## config.mk

```make
export PLATFORM = sky130hd
export DESIGN_NAME = multi_rect_render_flat
export DESIGN_NICKNAME = d
export VERILOG_FILES = /design/src/rtl/multi_rect_render_if.sv /design/src/rtl/multi_rect_render.sv /design/src/flat_wrapper.sv
export SDC_FILE = /design/constraint.sdc
export NUM_CORES = 1
export LEC_CHECK = 0
export CORE_ASPECT_RATIO = 1.4
export CORE_UTILIZATION = 35
export CTS_CLUSTER_SIZE = 10
export DETAILED_ROUTE_END_ITERATION = 8
export DONT_BUFFER_PORTS = 1
export PLACE_DENSITY_LB_ADDON = 0.08
export SLEW_MARGIN = 10
export SYNTH_ARGS = -nofsm -noshare
export SYNTH_HDL_FRONTEND = slang
export SYNTH_SLANG_ARGS = --single-unit
export TNS_END_PERCENT = 10
```

## constraint.sdc

```tcl
create_clock -name clk_pix -period 3.9 [get_ports clk_pix]
set_input_delay 0.39 -clock clk_pix [delete_from_list [all_inputs] [get_ports clk_pix]]
set_output_delay 0.39 -clock clk_pix [all_outputs]
set_load 0.02 [all_outputs]
```

## src/rtl/multi_rect_render_if.sv

```systemverilog
// Descriptor write port for multi_rect_render.
//   wr_valid  request: write {wr_x, wr_y, wr_w, wr_h, wr_rgb, wr_en} into slot wr_idx
//   wr_ready  slave ready; a write takes effect on a cycle with wr_valid & wr_ready
//   wr_idx    target slot
//   wr_x/y    top-left corner, before origin offset
//   wr_w/h    size; zero in either field leaves the slot empty
//   wr_rgb    {r,g,b}
//   wr_en     slot enable
// Handshake: the master holds wr_valid and the write fields stable until it sees
// wr_valid & wr_ready at a rising clock edge; the slave may drop wr_ready at any
// time, and wr_ready never depends on wr_valid.
interface multi_rect_render_if #(
  parameter int BITS_PER_COLOR = 4,
  parameter int NUM_RECTS      = 4,
  parameter int COORDW         = 16
);
  localparam int IDXW = (NUM_RECTS > 1) ? $clog2(NUM_RECTS) : 1;

  logic                        wr_valid;
  logic                        wr_ready;
  logic [IDXW-1:0]             wr_idx;
  logic [COORDW-1:0]           wr_x;
  logic [COORDW-1:0]           wr_y;
  logic [COORDW-1:0]           wr_w;
  logic [COORDW-1:0]           wr_h;
  logic [3*BITS_PER_COLOR-1:0] wr_rgb;
  logic                        wr_en;

  modport master (
    output wr_valid, wr_idx, wr_x, wr_y, wr_w, wr_h, wr_rgb, wr_en,
    input  wr_ready
  );

  modport slave (
    input  wr_valid, wr_idx, wr_x, wr_y, wr_w, wr_h, wr_rgb, wr_en,
    output wr_ready
  );
endinterface

```

## src/rtl/multi_rect_render.sv

```systemverilog
// multi_rect_render: draws up to NUM_RECTS filled rectangles over a background.
// Lower slot index wins on overlap. Descriptors are written into a shadow bank
// and copied to the active bank on frame_start, so a frame never shows a
// half-written scene. Latency from (de, sx, sy) to (de_o, dispcolor_*) is 2.
// Ports:
//   clk_pix, rst_pix_n     pixel clock, asynchronous active-low reset
//   de, sx, sy             data enable and pixel position from timing generator
//   frame_start            one-cycle pulse; commits shadow -> active, blocks writes
//   is_sym_mode            1 = draw scene, 0 = black
//   wr                     descriptor write port (multi_rect_render_if.slave)
//   de_o                   de aligned with the colour outputs
//   dispcolor_r/g/b        registered pixel colour
// Optional build macro: RECT_BORDER_EN -- the first/last row/column of each
// rectangle is drawn with the complement of its colour.
module multi_rect_render #(
  parameter int BITS_PER_COLOR = 4,
  parameter int NUM_RECTS      = 4,
  parameter int COORDW         = 16,
  parameter int ORIGIN_X       = 0,
  parameter int ORIGIN_Y       = 0,
  parameter logic [3*BITS_PER_COLOR-1:0] BG_COLOR = 12'h142
) (
  input  logic                      clk_pix,
  input  logic                      rst_pix_n,
  input  logic                      de,
  input  logic [COORDW-1:0]         sx,
  input  logic [COORDW-1:0]         sy,
  input  logic                      frame_start,
  input  logic                      is_sym_mode,
  multi_rect_render_if.slave        wr,
  output logic                      de_o,
  output logic [BITS_PER_COLOR-1:0] dispcolor_r,
  output logic [BITS_PER_COLOR-1:0] dispcolor_g,
  output logic [BITS_PER_COLOR-1:0] dispcolor_b
);
  localparam int CW = 3 * BITS_PER_COLOR;
  localparam logic [COORDW:0] ORG_X = (COORDW+1)'(ORIGIN_X);
  localparam logic [COORDW:0] ORG_Y = (COORDW+1)'(ORIGIN_Y);
`ifdef RECT_BORDER_EN
  localparam logic [COORDW:0] ONE   = (COORDW+1)'(1);
`endif

  typedef struct packed {
    logic [COORDW-1:0] x;
    logic [COORDW-1:0] y;
    logic [COORDW-1:0] w;
    logic [COORDW-1:0] h;
    logic [CW-1:0]     rgb;
    logic              en;
  } rect_t;

  rect_t shadow [NUM_RECTS];
  rect_t active [NUM_RECTS];

  // Ready is held low for one cycle after reset release and during the
  // commit cycle, so a write can never land in the cycle shadow is copied.
  logic rdy_q;
  logic wr_fire;

  assign wr.wr_ready = rdy_q & ~frame_start;
  assign wr_fire     = wr.wr_valid & wr.wr_ready;

  always_ff @(posedge clk_pix or negedge rst_pix_n) begin
    if (!rst_pix_n) begin
      rdy_q <= 1'b0;
      for (int i = 0; i < NUM_RECTS; i++) begin
        shadow[i] <= '0;
        active[i] <= '0;
      end
    end else begin
      rdy_q <= 1'b1;
      // Out-of-range slot indices are accepted and discarded.
      if (wr_fire && (int'(wr.wr_idx) < NUM_RECTS)) begin
        shadow[wr.wr_idx] <= '{x: wr.wr_x, y: wr.wr_y, w: wr.wr_w, h: wr.wr_h,
                               rgb: wr.wr_rgb, en: wr.wr_en};
      end
      if (frame_start) begin
        active <= shadow;
      end
    end
  end

  // Stage 1 compare. Sums are one bit wider than the coordinates so a
  // rectangle running off the right/bottom edge clips instead of wrapping.
  logic [NUM_RECTS-1:0] hit;
  logic [COORDW:0]      x0, x1, y0, y1, sxe, sye;
  logic                 win_any;
  logic [CW-1:0]        win_rgb;
`ifdef RECT_BORDER_EN
  logic [NUM_RECTS-1:0] edge_hit;
  logic                 win_edge;
`endif

  always_comb begin
    hit = '0;
    x0  = '0;
    x1  = '0;
    y0  = '0;
    y1  = '0;
    sxe = {1'b0, sx};
    sye = {1'b0, sy};
`ifdef RECT_BORDER_EN
    edge_hit = '0;
`endif
    for (int i = 0; i < NUM_RECTS; i++) begin
      x0 = ORG_X + {1'b0, active[i].x};
      y0 = ORG_Y + {1'b0, active[i].y};
      x1 = x0 + {1'b0, active[i].w};
      y1 = y0 + {1'b0, active[i].h};
      hit[i] = active[i].en & (sxe >= x0) & (sxe < x1) & (sye >= y0) & (sye < y1);
`ifdef RECT_BORDER_EN
      edge_hit[i] = (sxe == x0) | (sxe == x1 - ONE) | (sye == y0) | (sye == y1 - ONE);
`endif
    end
  end

  // Lowest set index wins: scan downward so the last assignment is the lowest.
  always_comb begin
    win_any = 1'b0;
    win_rgb = '0;
`ifdef RECT_BORDER_EN
    win_edge = 1'b0;
`endif
    for (int i = NUM_RECTS - 1; i >= 0; i--) begin
      if (hit[i]) begin
        win_any = 1'b1;
        win_rgb = active[i].rgb;
`ifdef RECT_BORDER_EN
        win_edge = edge_hit[i];
`endif
      end
    end
  end

  // The winning colour is captured in stage 1 so a commit between stages
  // cannot pair one bank's hit with the other bank's colour.
  logic          s1_de;
  logic          s1_mode;
  logic          s1_any;
  logic [CW-1:0] s1_rgb;

  always_ff @(posedge clk_pix or negedge rst_pix_n) begin
    if (!rst_pix_n) begin
      s1_de   <= 1'b0;
      s1_mode <= 1'b0;
      s1_any  <= 1'b0;
      s1_rgb  <= '0;
    end else begin
      s1_de   <= de;
      s1_mode <= is_sym_mode;
      s1_any  <= win_any;
`ifdef RECT_BORDER_EN
      s1_rgb  <= win_edge ? ~win_rgb : win_rgb;
`else
      s1_rgb  <= win_rgb;
`endif
    end
  end

  // Stage 2: blanking, mode and background selection.
  logic [CW-1:0] pix_c;

  always_comb begin
    pix_c = '0;
    if (s1_de && s1_mode) begin
      pix_c = s1_any ? s1_rgb : BG_COLOR;
    end
  end

  always_ff @(posedge clk_pix or negedge rst_pix_n) begin
    if (!rst_pix_n) begin
      de_o        <= 1'b0;
      dispcolor_r <= '0;
      dispcolor_g <= '0;
      dispcolor_b <= '0;
    end else begin
      de_o <= s1_de;
      {dispcolor_r, dispcolor_g, dispcolor_b} <= pix_c;
    end
  end
endmodule

```

## src/flat_wrapper.sv

```systemverilog
// flat-port wrapper written by rule: the top's interface ports become plain ports
module multi_rect_render_flat 
#(
  parameter int BITS_PER_COLOR = 4,
  parameter int NUM_RECTS      = 4,
  parameter int COORDW         = 16,
  parameter int ORIGIN_X       = 0,
  parameter int ORIGIN_Y       = 0,
  parameter logic [3*BITS_PER_COLOR-1:0] BG_COLOR = 12'h142
)
  (clk_pix, rst_pix_n, de, sx, sy, frame_start, is_sym_mode, de_o, dispcolor_r, dispcolor_g, dispcolor_b, wr_wr_valid, wr_wr_idx, wr_wr_x, wr_wr_y, wr_wr_w, wr_wr_h, wr_wr_rgb, wr_wr_en, wr_wr_ready);
  multi_rect_render_if #(.BITS_PER_COLOR(BITS_PER_COLOR), .NUM_RECTS(NUM_RECTS), .COORDW(COORDW)) wr_i ();
  input  logic clk_pix;
  input  logic rst_pix_n;
  input  logic de;
  input  logic [COORDW-1:0] sx;
  input  logic [COORDW-1:0] sy;
  input  logic frame_start;
  input  logic is_sym_mode;
  output logic de_o;
  output logic [BITS_PER_COLOR-1:0] dispcolor_r;
  output logic [BITS_PER_COLOR-1:0] dispcolor_g;
  output logic [BITS_PER_COLOR-1:0] dispcolor_b;
  input wire logic [$bits(wr_i.wr_valid)-1:0] wr_wr_valid;
  input wire logic [$bits(wr_i.wr_idx)-1:0] wr_wr_idx;
  input wire logic [$bits(wr_i.wr_x)-1:0] wr_wr_x;
  input wire logic [$bits(wr_i.wr_y)-1:0] wr_wr_y;
  input wire logic [$bits(wr_i.wr_w)-1:0] wr_wr_w;
  input wire logic [$bits(wr_i.wr_h)-1:0] wr_wr_h;
  input wire logic [$bits(wr_i.wr_rgb)-1:0] wr_wr_rgb;
  input wire logic [$bits(wr_i.wr_en)-1:0] wr_wr_en;
  output wire logic [$bits(wr_i.wr_ready)-1:0] wr_wr_ready;
  assign wr_i.wr_valid = wr_wr_valid;
  assign wr_i.wr_idx = wr_wr_idx;
  assign wr_i.wr_x = wr_wr_x;
  assign wr_i.wr_y = wr_wr_y;
  assign wr_i.wr_w = wr_wr_w;
  assign wr_i.wr_h = wr_wr_h;
  assign wr_i.wr_rgb = wr_wr_rgb;
  assign wr_i.wr_en = wr_wr_en;
  assign wr_wr_ready = wr_i.wr_ready;
  multi_rect_render #(.BITS_PER_COLOR(BITS_PER_COLOR), .NUM_RECTS(NUM_RECTS), .COORDW(COORDW), .ORIGIN_X(ORIGIN_X), .ORIGIN_Y(ORIGIN_Y), .BG_COLOR(BG_COLOR)) u_core (.clk_pix(clk_pix), .rst_pix_n(rst_pix_n), .de(de), .sx(sx), .sy(sy), .frame_start(frame_start), .is_sym_mode(is_sym_mode), .wr(wr_i), .de_o(de_o), .dispcolor_r(dispcolor_r), .dispcolor_g(dispcolor_g), .dispcolor_b(dispcolor_b));
endmodule
```

======== Word level (Yosys, flattened, before mapping) ========
Cells that the tools add are included.
storage, ports and cells
  register bits ........................... 645
  word-level logic and storage cells ...... 118
cells by class
  add/sub/neg operators ................... 8
  mux-type cells .......................... 13
  $lt $le $gt $ge ......................... 18
  reductions and logical operators ........ 2
  bitwise operators ....................... 20
operator list
  operator                                                              count
  308-bit bitwise mux                                                   1
  77-bit demux with 2-bit select                                        1
  16-bit by 16-bit adder with 17-bit output                             8
  16-bit by 17-bit < comparator with 1-bit output                       8
  16-bit greater-or-equal comparator                                    8
  77-bit two-way mux                                                    1
  12-bit two-way mux                                                    6
  1-bit AND                                                             18
  1-bit two-way mux                                                     4
  3-bit greater-or-equal comparator, second input constant              1
  3-bit by 1-bit < comparator with 1-bit output, second input constant  1
  2-bit NOT with 3-bit output                                           1
  1-bit logical AND                                                     2
  1-bit NOT                                                             1

======== Longest topological paths before layout ========
  depth after elaboration ................. 9
  gate-level depth with buffers ........... 22
  mapped depth without buffers ............ 21

======== Worst setup path before layout ========
Ideal clock, no wire load.
  path kind ............................... reg2reg
  start point ............................. reg u_core.active[245] in the netlist's numbering
  end point ............................... reg u_core.s1_rgb[10]
  arrival time ............................ 4,230 ps
  period minus slack after synthesis ...... 4,323 ps
  stages on the path, launching flop included .. 18
  setup slack ............................. -423 ps
  cell sequence ........................... dfrtp_1 -> ha_1 -> a21o_1 -> a21oi_1 -> nor2b_1 -> o41ai_1 -> o21ai_0 -> o41ai_1 -> o2111ai_1 -> a21oi_1 -> xor2_1 -> ha_1 -> or4_1 -> o311ai_0 -> o211ai_1 -> and3b_1 -> buf_4 -> a221oi_2
between the ends
  longest elaborated chain between the ends .. 4
ends and longest elaborated chain
  element                                          RTL line                  text
  start, declared                                  multi_rect_render.sv:53   rect_t active [NUM_RECTS];
  start signal, assigned                           multi_rect_render.sv:78   active <= shadow;
  16-bit by 16-bit adder with 17-bit output        multi_rect_render.sv:109  y1 = y0 + {1'b0, active[i].h};
  16-bit by 17-bit < comparator with 1-bit output  multi_rect_render.sv:110  hit[i] = active[i].en & (sxe >= x0) & (sxe < x1) & (sye >= y0) & (sye < y1);
  1-bit AND                                        multi_rect_render.sv:110
  12-bit two-way mux                               multi_rect_render.sv:125  if (hit[i]) begin
  named net u_core.win_rgb[10]                     multi_rect_render.sv:88   logic [CW-1:0] win_rgb;
  end signal, assigned                             multi_rect_render.sv:155  s1_rgb <= win_rgb;
  end, declared                                    multi_rect_render.sv:140  logic [CW-1:0] s1_rgb;
The timed path passes the listed nets, and every way through them passes these cells.
A chain may end at the register's enable or synchronous reset.

======== Worst setup path in the final report ========
  start point ............................. reg u_core.active[14] in the netlist's numbering
  end point ............................... reg u_core.s1_rgb[6]
between the ends
  longest elaborated chain between the ends .. 7
ends and longest elaborated chain
  element                                          RTL line
  16-bit by 16-bit adder with 17-bit output        multi_rect_render.sv:109
  16-bit by 17-bit < comparator with 1-bit output  multi_rect_render.sv:110
  1-bit AND                                        multi_rect_render.sv:110
  12-bit two-way mux (4 in a row)                  multi_rect_render.sv:125
  named net u_core.win_rgb[6]                      multi_rect_render.sv:88
The timed path passes the listed nets, and every way through them passes these cells.

==> metrics.txt <==
critical path launch point type=register; GPL Wtd Cong=0.852; sw frac=33.8%; max cap viols=0; unrepaired setup endpoints after global routing=yes; pin count of the biggest net entering global routing=646; final setup violation count=13; cell taking the most area after synthesis=dfrtp_1; outcome=finished with violations; kind of critical path=register to register; Tot Pwr=26.5 mW; CTS Buffer Depth=3; initial cell density of the core=35.3%; Skew-Pair Late Insertion Delay=0.68 ns; Synth Instances=2978; drt pass-1 iters=4; row count=136; minimum clock period=4.73 ns; worst setup margin=-0.828 ns; initial antenna violation count=9; most instantiated cells after synthesis=dfrtp_1, mux2_2, ha_1; CTS H-tree lvls=3; WP data arrival=5.29 ns; Final Util=43.4%; syn avg cell area=11.6 um2; Worst-Margin Slew=1.05 ns; area of the multi-input gates=17700 um2; Async SR Flop Fraction=100%; Post-DP Area=37800 um2; first-pass GRT wire length=158000 um; setup tns final=-10.29 ns; Wirelength per Cell=21.5 um; Initial DRC Count=1041; Synth top area share=46.7%; Leak=19.9 nW; Min Hold Slack=0.0645 ns; fill count=9416; Area Overhead vs Synth=23.1%; Flop pwr share=35.0%; Die H=374 um; Placed Instances=4429; HP Class=input port to register; Post-synth top flop=dfrtp_1; Power Density=623 nW/um2; Residual DRC=0; cts bufs inserted=77; CP endpoint kind=register; count leader, synth=dfrtp_1; IO Pins=131; Yosys cell types=73; worst slack, placed=-0.997 ns; dpl hpwl=68200 um; Pint=17.5 mW; CTS sink count=645; chip width=268 um; Worst EP required=4.46 ns; Worst slew margin=29.9%; Final ANT Viol Nets=0; die area=100000 um2; failing checks=negative setup slack; Syn Nets=3479; Sw Pwr=8.95 mW; Port Buf Inserts=0; crit-path max FO=7; vias in the first global route=26.5k; Overflow after GRT=0; Reg area=16100 um2; layout cells sized above 1=26.0%; Post-Route WL=102000 um; Layout Nets=3925; fmax=212 MHz; final hold violation count=0; Finished Cell Area=42600 um2; synth top area cells=dfrtp_1, mux2_2, ha_1, o21ai_0, nand2_1; fin crit share=121%; core area=98000 um2; Comb pwr share=40.3%; CTS tree=done; Max Slew Vio Count=0; maximum clock skew at final layout=0.0307 ns; Yosys reg bits=645; number of vias per cell=5.16; clock root buffer=clkbuf_16; sequential area share after synthesis=46.7%; Worst-path clk slew=0.06 ns; EDFF count, synth=0; Post-Synthesis Cell Area=34600 um2; Peak VDD IR=0.312 mV; part of the power in the clock network=24.8%; via count=24.6k; GRT Resource Usage Total=20.9%; fin cells=4766; Yosys Warn Count=0
==> layout make-up <==
type / instances / share of cell area [%]
antenna: 3 / 0.0176
tap: 1311 / 3.85
multi-input combinational: 2072 / 41.7
sequential: 645 / 37.9
clock inverter: 10 / 0.282
timing repair buffer: 456 / 9.89
clock buffer: 97 / 4.84
inverter: 172 / 1.52
==> path summary, 6_finish.rpt <==
| check | startpoint | to | slack [ns] | cells after the start |
|---|---|---|---|---|
| max | u_core.active[14] | u_core.s1_rgb[6] | -0.83 | 20 |
| min | wr_wr_idx[0] | u_core.shadow[299] | 0.06 | 2 |
| max reg2reg | u_core.active[14] | u_core.s1_rgb[6] | -0.83 | 20 |
| min reg2reg | u_core.s1_de | u_core.de_o | 0.40 | 0 |
| max in group asynchronous | rst_pix_n | u_core.shadow[234] | 1.34 | 4 |
| min in group asynchronous | rst_pix_n | u_core.shadow[40] | 0.35 | 2 |
==> power groups by stage <==
stage	Sequential (mW)	Clock [mW]	Combinational (mW)
2_1_floorplan	8.95	0	6.46
3_3_place_gp	9.35	0	9.36
3_5_place_dp	9.39	0	9.59
4_1_cts	9.28	6.82	10.4
5_1_grt	9.46	7.08	12.0
6_report	9.26	6.56	10.7
==> registers in the layout, indices dropped and copies added (netlist names), 4 cells and up <==
register,count
u_core.dispcolor_r,4
u_core.s1_rgb,12
u_core.shadow,308
u_core.dispcolor_b,4
u_core.active,308
u_core.dispcolor_g,4
==> what timing repair did <==
item / in CTS / in global routing
buffers inserted: 3 / 6
endpoints found under the setup margin: 13 / 13
hold buffers: 210 / 2
pin swaps: 17 / 30
endpoints found under the hold margin: 1233 / 328
gates cloned: 1 / 2
gates resized for setup: 30 / 29
==> per-layer routing <==
metal / global-route usage, % / part of all wire, % / vias to the layer above
met4: 7.13 / 2.6 / 8
met3: 3.05 / 3.1 / 134
li1: - / - / 11588
met2: 38.4 / 53 / 316
met1: 24.3 / 41 / 12527
met5: 0 / 0.047 / -
==> cell usage in the layout (no fill, tap or decap), types with 12 or more instances in the layout <==
master         count
clkbuf_16         78
xnor2_1           39
mux2_2           482
nor2_1            66
a21oi_1          125
o21ai_1           16
o22ai_1           12
nand4_1           18
nand2_1          203
inv_1            172
nand3_1           45
o21a_1            30
a21o_1            64
o211ai_1          15
buf_4            229
clkbuf_1          14
dlygate4sd3_1    209
nand2b_1          39
o21bai_1          17
xor2_1            63
ha_1             372
nor2b_1           25
dfrtp_1          645
o21ai_0          202
nor3_1            28
a221oi_2          12
a211oi_1          22
==> cell families (layout without fill, tap and decap cells) <==
group / after synthesis / count (layout) / share of synthesized area [%]
other cells: 1 / 4 / 0.0108
xor+xnor: 102 / 102 / 2.58
mux: 483 / 483 / 15.7
compound gates: 620 / 620 / 11.5
simple gates: 482 / 482 / 6.54
buf+inv: 261 / 735 / 2.88
fa+ha+maj: 384 / 384 / 14.1
flops: 645 / 645 / 46.7
==> worst max-delay path, stage by stage (launching register included) <==
cell	delay, ns
dfrtp_1	0.38
ha_1	0.29
a21o_1	0.18
a21oi_2	0.17
buf_4	0.14
nor2b_1	0.04
o21a_2	0.25
o211a_4	0.26
o21a_1	0.19
o21a_1	0.18
o41a_1	0.33
xnor2_1	0.14
ha_2	0.18
or4_1	0.47
a21oi_1	0.14
o21ai_1	0.08
o211ai_1	0.26
o311a_4	0.40
buf_12	0.16
nand3_2	0.10
a221oi_4	0.25
Power figures use the tool's default switching activity.
